[src/rtl/wb_arbiter_pkg.sv]
// Shared widths, the write-back entry type and the arbitration source
// encoding for the write-back arbiter and its load queue.
package wb_arbiter_pkg;

  localparam int REG_ADDR_W   = 5;   // register address width
  localparam int REG_W        = 32;  // register data width
  localparam int REG_NUM      = 32;  // number of architectural registers
  localparam int LQ_DEPTH_DEF = 2;   // default load-queue depth

  // One pending register-file write: destination and value.
  typedef struct packed {
    logic [REG_ADDR_W-1:0] rd;
    logic [REG_W-1:0]      data;
  } wb_entry_t;

  // Which source owns the write port in the current cycle.
  typedef enum logic [1:0] {
    SRC_NONE = 2'd0,
    SRC_LQ   = 2'd1,
    SRC_MDU  = 2'd2,
    SRC_EX   = 2'd3
  } wb_src_e;

endpackage

[src/rtl/wb_lq_fifo.sv]
// Load-response queue for the write-back arbiter.
// Ports:
//   clk, rst          clock, asynchronous active-high reset
//   i_push, i_din     enqueue one {rd, data} entry
//   i_pop             dequeue the head entry
//   o_head            current head entry (valid while !o_empty)
//   o_empty, o_full   occupancy flags
//   o_cnt             number of entries held (0..DEPTH)
// Pointers carry one extra wrap bit so full and empty are distinguishable.
// The caller never pushes into a full queue nor pops an empty one.
module wb_lq_fifo
  import wb_arbiter_pkg::*;
#(
  parameter int DEPTH = LQ_DEPTH_DEF,
  localparam int AW   = $clog2(DEPTH)
) (
  input  logic      clk,
  input  logic      rst,
  input  logic      i_push,
  input  wb_entry_t i_din,
  input  logic      i_pop,
  output wb_entry_t o_head,
  output logic      o_empty,
  output logic      o_full,
  output logic [AW:0] o_cnt
);

  logic [AW:0] r_wr_ptr;
  logic [AW:0] r_rd_ptr;
  wb_entry_t   r_mem [DEPTH];

  always_ff @(posedge clk or posedge rst) begin
    if (rst) begin
      r_wr_ptr <= '0;
      r_rd_ptr <= '0;
    end else begin
      if (i_push) r_wr_ptr <= r_wr_ptr + 1'b1;
      if (i_pop)  r_rd_ptr <= r_rd_ptr + 1'b1;
    end
  end

  // Storage needs no reset: only entries between the pointers are ever read.
  always_ff @(posedge clk) begin
    if (i_push) r_mem[r_wr_ptr[AW-1:0]] <= i_din;
  end

  assign o_head  = r_mem[r_rd_ptr[AW-1:0]];
  assign o_empty = (r_wr_ptr == r_rd_ptr);
  assign o_full  = (r_wr_ptr[AW-1:0] == r_rd_ptr[AW-1:0]) &&
                   (r_wr_ptr[AW] != r_rd_ptr[AW]);
  assign o_cnt   = r_wr_ptr - r_rd_ptr;

endmodule

[src/rtl/wb_arbiter.sv]
// Write-back arbiter: merges ALU, mul/div and load results into the single
// register-file write port, buffers non-stallable load responses and keeps
// a per-register busy scoreboard of outstanding loads.
// Ports:
//   clk, rst                                  clock, async active-high reset
//   ex_valid_i/ex_ready_o, ex_rd_i, ex_data_i ALU result handshake
//   mdu_valid_i/mdu_ready_o, mdu_rd_i, mdu_data_i  mul/div result handshake
//   ld_issue_valid_i/ld_issue_ready_o, ld_issue_rd_i  load issue from decode
//   lsu_valid_i, lsu_rd_i, lsu_data_i         load response (no backpressure)
//   we_o, waddr_o, wdata_o                    registered register-file write
//   busy_o                                    bit r: load to xr outstanding
//   err_o                                     sticky unexpected-response flag
// Handshakes: a transfer happens in a cycle where valid and ready are both
// high at the clock edge; a producer holds valid and payload until then, and
// ready never depends on the payload except ld_issue_ready_o on its rd.
module wb_arbiter
  import wb_arbiter_pkg::*;
#(
  parameter int LQ_DEPTH = LQ_DEPTH_DEF
) (
  input  logic                  clk,
  input  logic                  rst,
  input  logic                  ex_valid_i,
  output logic                  ex_ready_o,
  input  logic [REG_ADDR_W-1:0] ex_rd_i,
  input  logic [REG_W-1:0]      ex_data_i,
  input  logic                  mdu_valid_i,
  output logic                  mdu_ready_o,
  input  logic [REG_ADDR_W-1:0] mdu_rd_i,
  input  logic [REG_W-1:0]      mdu_data_i,
  input  logic                  ld_issue_valid_i,
  output logic                  ld_issue_ready_o,
  input  logic [REG_ADDR_W-1:0] ld_issue_rd_i,
  input  logic                  lsu_valid_i,
  input  logic [REG_ADDR_W-1:0] lsu_rd_i,
  input  logic [REG_W-1:0]      lsu_data_i,
  output logic                  we_o,
  output logic [REG_ADDR_W-1:0] waddr_o,
  output logic [REG_W-1:0]      wdata_o,
  output logic [REG_NUM-1:0]    busy_o,
  output logic                  err_o
);

  localparam int CW = $clog2(LQ_DEPTH) + 1;
  localparam logic [CW-1:0] DEPTH_C = CW'(LQ_DEPTH);

  logic [CW-1:0]         r_count;
  logic [REG_NUM-1:0]    r_busy;
  logic                  r_err;
  logic                  r_we;
  logic [REG_ADDR_W-1:0] r_waddr;
  logic [REG_W-1:0]      r_wdata;

  wb_entry_t             w_head;
  wb_entry_t             w_lsu_entry;
  logic                  w_lq_empty;
  logic                  w_lq_full;
  logic [CW-1:0]         w_lq_cnt;
  logic                  w_lq_push;
  logic                  w_lq_pop;
  logic                  w_lsu_legal;
  logic                  w_issue_fire;
  wb_src_e               w_src;
  logic [REG_ADDR_W-1:0] w_win_rd;
  logic [REG_W-1:0]      w_win_data;
  logic [REG_NUM-1:0]    w_busy_nxt;

  assign w_lsu_entry = '{rd: lsu_rd_i, data: lsu_data_i};

  wb_lq_fifo #(.DEPTH(LQ_DEPTH)) u_lq (
    .clk     (clk),
    .rst     (rst),
    .i_push  (w_lq_push),
    .i_din   (w_lsu_entry),
    .i_pop   (w_lq_pop),
    .o_head  (w_head),
    .o_empty (w_lq_empty),
    .o_full  (w_lq_full),
    .o_cnt   (w_lq_cnt)
  );

  // Load responses cannot wait, so the queue head always wins; mdu and ex
  // only see ready once the queue has drained.
  assign mdu_ready_o      = w_lq_empty;
  assign ex_ready_o       = w_lq_empty && !mdu_valid_i;
  assign ld_issue_ready_o = (r_count < DEPTH_C) &&
                            !((ld_issue_rd_i != '0) && r_busy[ld_issue_rd_i]);
  assign w_issue_fire     = ld_issue_valid_i && ld_issue_ready_o;

  always_comb begin
    w_src      = SRC_NONE;
    w_win_rd   = '0;
    w_win_data = '0;
    if (!w_lq_empty) begin
      w_src      = SRC_LQ;
      w_win_rd   = w_head.rd;
      w_win_data = w_head.data;
    end else if (mdu_valid_i) begin
      w_src      = SRC_MDU;
      w_win_rd   = mdu_rd_i;
      w_win_data = mdu_data_i;
    end else if (ex_valid_i) begin
      w_src      = SRC_EX;
      w_win_rd   = ex_rd_i;
      w_win_data = ex_data_i;
    end
  end

  assign w_lq_pop = (w_src == SRC_LQ);

  // A response is legal only while some issued load has not yet responded,
  // i.e. the outstanding count exceeds what already sits in the queue.
  // That bound also keeps the queue from overflowing.
  assign w_lsu_legal = (r_count > w_lq_cnt);
  assign w_lq_push   = lsu_valid_i && w_lsu_legal && (!w_lq_full || w_lq_pop);

  // WAW stall guarantees the set and clear never target the same register.
  always_comb begin
    w_busy_nxt = r_busy;
    if (w_lq_pop)                               w_busy_nxt[w_head.rd]      = 1'b0;
    if (w_issue_fire && (ld_issue_rd_i != '0))  w_busy_nxt[ld_issue_rd_i] = 1'b1;
  end

  always_ff @(posedge clk or posedge rst) begin
    if (rst) begin
      r_count <= '0;
      r_busy  <= '0;
      r_err   <= 1'b0;
      r_we    <= 1'b0;
      r_waddr <= '0;
      r_wdata <= '0;
    end else begin
      if (w_issue_fire && !w_lq_pop)      r_count <= r_count + 1'b1;
      else if (!w_issue_fire && w_lq_pop) r_count <= r_count - 1'b1;
      r_busy <= w_busy_nxt;
      if (lsu_valid_i && !w_lsu_legal) r_err <= 1'b1;
      // x0 writes still consume the port but are never enabled.
      if (w_src != SRC_NONE) begin
        r_we    <= (w_win_rd != '0);
        r_waddr <= w_win_rd;
        r_wdata <= w_win_data;
      end else begin
        r_we    <= 1'b0;
      end
    end
  end

  assign we_o    = r_we;
  assign waddr_o = r_waddr;
  assign wdata_o = r_wdata;
  assign busy_o  = r_busy;
  assign err_o   = r_err;

endmodule
[config.mk]
export PLATFORM = sky130hd
export DESIGN_NAME = wb_arbiter
export DESIGN_NICKNAME = d
export VERILOG_FILES = /design/src/rtl/wb_arbiter_pkg.sv /design/src/rtl/wb_lq_fifo.sv /design/src/rtl/wb_arbiter.sv
export SDC_FILE = /design/constraint.sdc
export NUM_CORES = 1
export LEC_CHECK = 0
export ABC_AREA = 1
export CORE_AREA = 2 2 120 122
export CTS_CLUSTER_DIAMETER = 120
export DETAILED_ROUTE_END_ITERATION = 8
export DIE_AREA = 0 0 122 124
export PLACE_DENSITY = 0.85
export REMOVE_ABC_BUFFERS = 1
export SYNTH_ARGS = -nofsm -noshare
export SYNTH_HDL_FRONTEND = slang
export SYNTH_SLANG_ARGS = --single-unit
export TNS_END_PERCENT = 100
[constraint.sdc]
create_clock -name clk -period 8.75 [get_ports clk]
set_input_delay 0.875 -clock clk [delete_from_list [all_inputs] [get_ports clk]]
set_output_delay 0.875 -clock clk [all_outputs]
set_load 0.1 [all_outputs]
Word level (Yosys, flattened, before mapping):

Memory sizes are Yosys's and may differ from the RTL's.
Cells that the tools add are included.

* bitwise gates (word level): 3
* multiplexer cells: 22
* reductions and logical operators: 24
* equality and inequality tests: 4
* $lt $le $gt $ge: 6
* $add $sub $neg: 5

Operator list (count)
* $mux W32: 5
* $and A32 B32 Y32: 1
* $not A32 Y32: 1
* $or A32 B32 Y32: 1
* $mux W5: 3
* $logic_and A1 B1 Y1: 13
* $lt A5 B6 Y1 const B: 2
* $demux W1 S5: 2
* $ge A5 B1 Y1 const B: 2
* $mux W2: 5
* $reduce_bool A5 Y1: 2
* $add A2 B1 Y2 const B: 3
* $logic_not A1 Y1: 6
* $mux W1: 6
* $bmux W1 S5: 1
* $reduce_bool A2 Y1: 2
* $eq A2 B1 Y1 const B: 1
* $eq A2 B2 Y1: 1
* $gt A2 B2 Y1: 1
* $lt A2 B2 Y1 const B: 1
* $sub A2 B1 Y2 const B: 1
* $sub A2 B2 Y2: 1
* $eq A1 B1 Y1: 1
* $logic_or A1 B1 Y1: 1
* $ne A1 B1 Y1: 1

* memories kept: 1
* RAM bits: 74
* register bits: 77
* input port bits: 122
* output and inout port bits: 74

Memories
* u_lq.r_mem: depth 2, bits a word 37, rd ports 1, clocked after Yosys merged registers in 0, wr ports 1, RTL line wb_lq_fifo.sv:30 `wb_entry_t r_mem [DEPTH];`

Longest topological paths before layout:

* depth after elaboration: 10
* depth in mapped cells: 17
* mapped depth without buffers: 16

Modules after synthesis:

From an unflattened synthesis, not the netlist that was laid out.

* cells, all modules: 733
* area total of the unflattened synthesis: 7191.9 µm²

By module, submodules not included
* wb_arbiter: area each 4204.0 µm², cells an instance 511, instances 1, sequential area each 1826.8 µm²
* wb_lq_fifo: area each 2987.9 µm², cells an instance 222, instances 1, sequential area each 2322.2 µm²

Worst setup path before layout:

No wires, ideal clock.

* path type: register -> register
* start: reg u_lq.r_wr_ptr[1]
* end: mem u_lq.r_mem[1][0] (netlist bit) (enable)
* stages on the path, launching flop included: 9
* arrival time: 3.013 ns
* path slack: 5.303 ns
* setup time: 0.434 ns
* clock period less this slack: 3.447 ns
* cell sequence: dfrtp_1 or2_1 nand2_1 xnor2_1 ha_1 inv_1 o21bai_1 nand3_1 nor2_1

* longest elaborated chain between the ends: 7
* elaborated cells on any way between the ends: 13
* classes of those cells: add/sub: 1; order compare: 1; eq/ne: 3; mux: 3; reduce/logical: 5

Ends and longest elaborated chain
* start, declared: RTL line wb_lq_fifo.sv:28 `logic [AW:0] r_wr_ptr;`
* start signal, assigned: RTL line wb_lq_fifo.sv:37 `if (i_push) r_wr_ptr <= r_wr_ptr + 1'b1;`
* parallel branches: the longest is 4 deep, another holds $sub A2 B2 Y2
* $logic_and A1 B1 Y1 *: RTL line wb_arbiter.sv:115 `assign w_lq_push = lsu_valid_i && w_lsu_legal && (!w_lq_full || w_lq_pop);`
* $mux W1 *: RTL line wb_lq_fifo.sv:44 `if (i_push) r_mem[r_wr_ptr[AW-1:0]] <= i_din;`
* $mux W1 (not written as such) *: RTL line wb_lq_fifo.sv:44
* end, declared: RTL line wb_lq_fifo.sv:30

Mark *: on every way between the ends.

Worst setup path in the final report:

* start: in ld_issue_rd_i[0]
* end: out ld_issue_ready_o

* longest elaborated chain between the ends: 5
* elaborated cells on any way between the ends: 6
* classes of those cells: mux: 2; reduce/logical: 4

Ends and longest elaborated chain
* start, declared: RTL line wb_arbiter.sv:33 `input logic [REG_ADDR_W-1:0] ld_issue_rd_i,`
* $bmux W1 S5: RTL line wb_arbiter.sv:87 `!((ld_issue_rd_i != '0) && r_busy[ld_issue_rd_i]);`
* $mux W1 (not written as such): RTL line wb_arbiter.sv:87
* $logic_and A1 B1 Y1 *: RTL line wb_arbiter.sv:87
* $logic_not A1 Y1 *: RTL line wb_arbiter.sv:87
* $logic_and A1 B1 Y1 *: RTL line wb_arbiter.sv:86 `assign ld_issue_ready_o = (r_count < DEPTH_C) &&`
* end, declared: RTL line wb_arbiter.sv:32 `output logic ld_issue_ready_o,`

Mark *: on every way between the ends. The rest lies on a longest branch, timed or not. The select of a mux whose other input is x is not followed.

==> flow_results.org <==
** Die
- Die Height :: 124 µm
- Die outline width :: 122 µm
- 196 I/O pins were placed.
- The die covers 0.0151 mm².
- The initial utilization of the core area, before any placement, comes to 0.518.
- Row cnt :: 43
- Core outline area :: 0.0137 mm²

** Worst setup path
- Measured in cells, the most critical reg-to-reg path has a length of 10.
- Critical Path Source Type :: input port
- Family with the most delay on the worst path :: buffers and inverters
- Data required time of the worst path :: 7880 ps
- Together, buffers and inverters on the worst path number 5.
- Counting buffers and inverters, the worst setup path is 14 cells deep.
- Maximum fanout encountered on the critical timing path :: 24
- Kind of critical path :: input port to primary output
- Chain of cells forming the critical path :: clkdlybuf4s50_1 -> inv_2 -> nand2_1 -> nand2_1 -> nand2_1 -> nand2_1 -> nand2_1 -> nand2_1 -> inv_1 -> nand2_1 -> o21ai_0 -> nand2_1 -> inv_1 -> clkdlybuf4s50_1
- For this run, the slowest stage of the critical path takes 1120 ps.
- Cell occurring most often along the worst timing path :: sky130_fd_sc_hd__nand2_1
- Data on the critical path arrives at its endpoint at 4120 ps.
- On the critical path, the stage with the largest delay is an instance of sky130_fd_sc_hd__clkdlybuf4s50_1.
- Crit end category :: primary output

** Hold path
- The path class of the tightest hold or removal check is flip-flop to flip-flop.
- Counting instances, the worst hold path has a depth of 1.

** Job
- Across the run, the number of max-cap violations was 0.

** Placed design
- At the end of routability-driven placement, the weighted congestion stood at 0.922.
- Count of buffers from port buffering :: 195
- Detailed placement ended at an HPWL of 13300 µm.

** Synthesis
- The Yosys step of the flow raised 0 warnings.
- Sequential area share after synthesis :: 0.584
- In this run, synthesis produced a sequential element count of 151.
- Number of distinct library cells after synthesis :: 35
- Each instance of the synthesized netlist takes up on average 10.9 µm².
- The cell area that synthesis handed to floorplanning was 0.00710 mm².
- Counting every instance in the synthesized netlist gives 651.

** Global routing
- Most Crowded Layer GR :: met2
- Global Route met2 Usage :: 0.447
- The number of antenna violations at the first check in global routing is 0.
- Via count of the first global-routing pass :: 5930
- Overall Global Routing Usage :: 0.265
- The first global-routing pass estimated 30400 µm of wire.
- Grt met1 use :: 0.332
- Global-route track usage on met3 :: 0.0678
- The total overflow left after global routing is 0.
- Maximum number of pins on one net before global-route repair :: 78

** Clock network
- Clock tree from TritonCTS :: built
- In this run, post-CTS hold repair placed 0 buffers.
- Number of clock sinks seen by CTS :: 151
- The H-tree was split into 4 levels.
- Clock-pin slew was measured on the worst setup and hold paths at 60 ps.
- Clock latency on the worst-skew pair :: 420 ps
- Maximum count of clock buffers along a single path :: 2
- CTS root buffer :: sky130_fd_sc_hd__clkbuf_16
- In this run, post-CTS repair resized a total of 0 instances.
- The number of setup buffers added after CTS is 0.
- In this run, CTS created clock tree buffers numbering 17.

** Run status
- The flow ran to the end, and the final reports show no timing, DRC or antenna violations.

** Detailed routing
- Routed wire length :: 19600 µm
- The routed layout has 5774 vias.
- Remaining design rule violation count :: 0
- Before antenna repair, the detailed router went through 5 iterations.
- ANT nets after route :: 0
- Routed length per instance :: 19.0 µm
- After detailed routing, the number of vias per cell comes to 5.59.
- The first routing iteration left 312 violations.

** Finish
- In the final layout, the share of cells above drive strength 1 is 0.133.
- The area growth from synthesis to layout is 36.8%.
- Area of combinational cells with multiple inputs :: 0.00268 mm²
- After filler insertion, the fill cell instance count of the layout stands at 947.
- Final #Nets :: 965
- The repair_antennas step left the layout with diodes totalling 0.
- Most common library cell in the layout ignoring fill and taps :: sky130_fd_sc_hd__clkdlybuf4s50_1
- The sequential cells in the finished layout cover a total of 0.00415 mm².
- In the layout the commonest cells are sky130_fd_sc_hd__clkdlybuf4s50_1, sky130_fd_sc_hd__nand2_1, sky130_fd_sc_hd__dfrtp_1.
- For this run, the share of the core covered by cells in the final layout is 0.708.

** STA
- Setup violations remaining at the end of the flow were counted as 0.
- The clock arrives with 17.2 ps of skew.
- Min Clock Period, post-route :: 5000 ps
- For the pin with the worst max-slew slack, the measured transition is 1290 ps.
- Max-slew headroom :: 0.131
- RSZ-0062 raised after global routing :: false
- Final-report max-slew violation count :: 0
- Count of final hold-check violations :: 0
- Summed negative setup slack over all endpoints :: 0 ps
- Of the available clock period, the critical path in the final layout requires 0.571.
- Tightest hold margin :: 459 ps
- Max Clock Freq :: 200 MHz
==> cells in the mapped netlist (all sizes together) <==
cell    number  area share
inv         33       0.017
a21oi        6      0.0042
nand2      166       0.088
ha           4      0.0070
a21boi      28       0.030
nand4        2      0.0026
mux2i        1      0.0014
edfxtp      74        0.31
dfrtp       77        0.27
buf         16       0.015
xnor2        3      0.0037
a32o         1      0.0014
o21bai      32       0.050
or2          1     0.00088
xor2         4      0.0049
nor2        22       0.013
nor3         9      0.0063
nand3       36       0.025
clkinv       1     0.00053
clkbuf      18      0.0095
o211ai      32       0.034
o21ai       14      0.0099
a31o         1      0.0012
a22o         3      0.0037
a22oi       34       0.036
a21o         1      0.0011
mux2        32       0.051
==> logic make-up after synthesis <==
family          synth area share
compound gates             0.170
simple gates               0.136
mux                       0.0521
fa+ha+maj                0.00705
flops                      0.584
buf+inv                   0.0421
xor+xnor                 0.00863
==> layer usage <==
metal	routed length, µm	vias up
met1	7930	2799
met2	9800	266
li1	-	2672
met4	423	0
met3	1410	37
met5	0	-
==> worst paths after layout <==
| path | start | slack (ps) | to |
|---|---|---|---|
| min in group asynchronous | rst | 1100 | busy_o[10]$_DFF_PP0_ |
| max | ld_issue_rd_i[0] | 3750 | ld_issue_ready_o |
| min reg2reg | err_o$_DFFE_PP0P_ | 460 | err_o$_DFFE_PP0P_ |
| max in group asynchronous | rst | 6940 | u_lq.r_rd_ptr[0]$_DFFE_PP0N_ |
| max reg2reg | u_lq.r_wr_ptr[0]$_DFFE_PP0P_ | 5640 | busy_o[19]$_DFF_PP0_ |
| min | err_o$_DFFE_PP0P_ | 460 | err_o$_DFFE_PP0P_ |
==> per-stage QoR <==
| stage | setup WS, ps | instance area [µm²] | cells |
|---|---|---|---|
| 6_report | 3750 | 9720 | 1032 |
| 3_5_place_dp | 3770 | 9190 | 1000 |
| 3_3_place_gp | 3790 | 9190 | 1000 |
| 2_1_floorplan | 2300 | 6930 | 617 |
| 5_1_grt | 3440 | 9720 | 1032 |
| 4_1_cts | 3760 | 9720 | 1032 |
==> flip-flops by register name (all words and copies together) (netlist names) <==
signal / cells
waddr_o: 5
u_lq.r_wr_ptr: 2
err_o: 1
busy_o: 32
u_lq.r_rd_ptr: 2
wdata_o: 32
we_o: 1
r_count: 2
u_lq.r_mem: 74
==> area by class of cell <==
class	instances	share of cell area
flip-flops and latches	151	0.427
multi-input cells	432	0.275
repair buffers	203	0.207
clock buffers	21	0.0463
well taps	180	0.0232
inverters	34	0.0133
clock inverters	11	0.00785
Power is not shown: default switching activity piles up to over one toggle a cycle in this logic, so the estimate is an artifact.
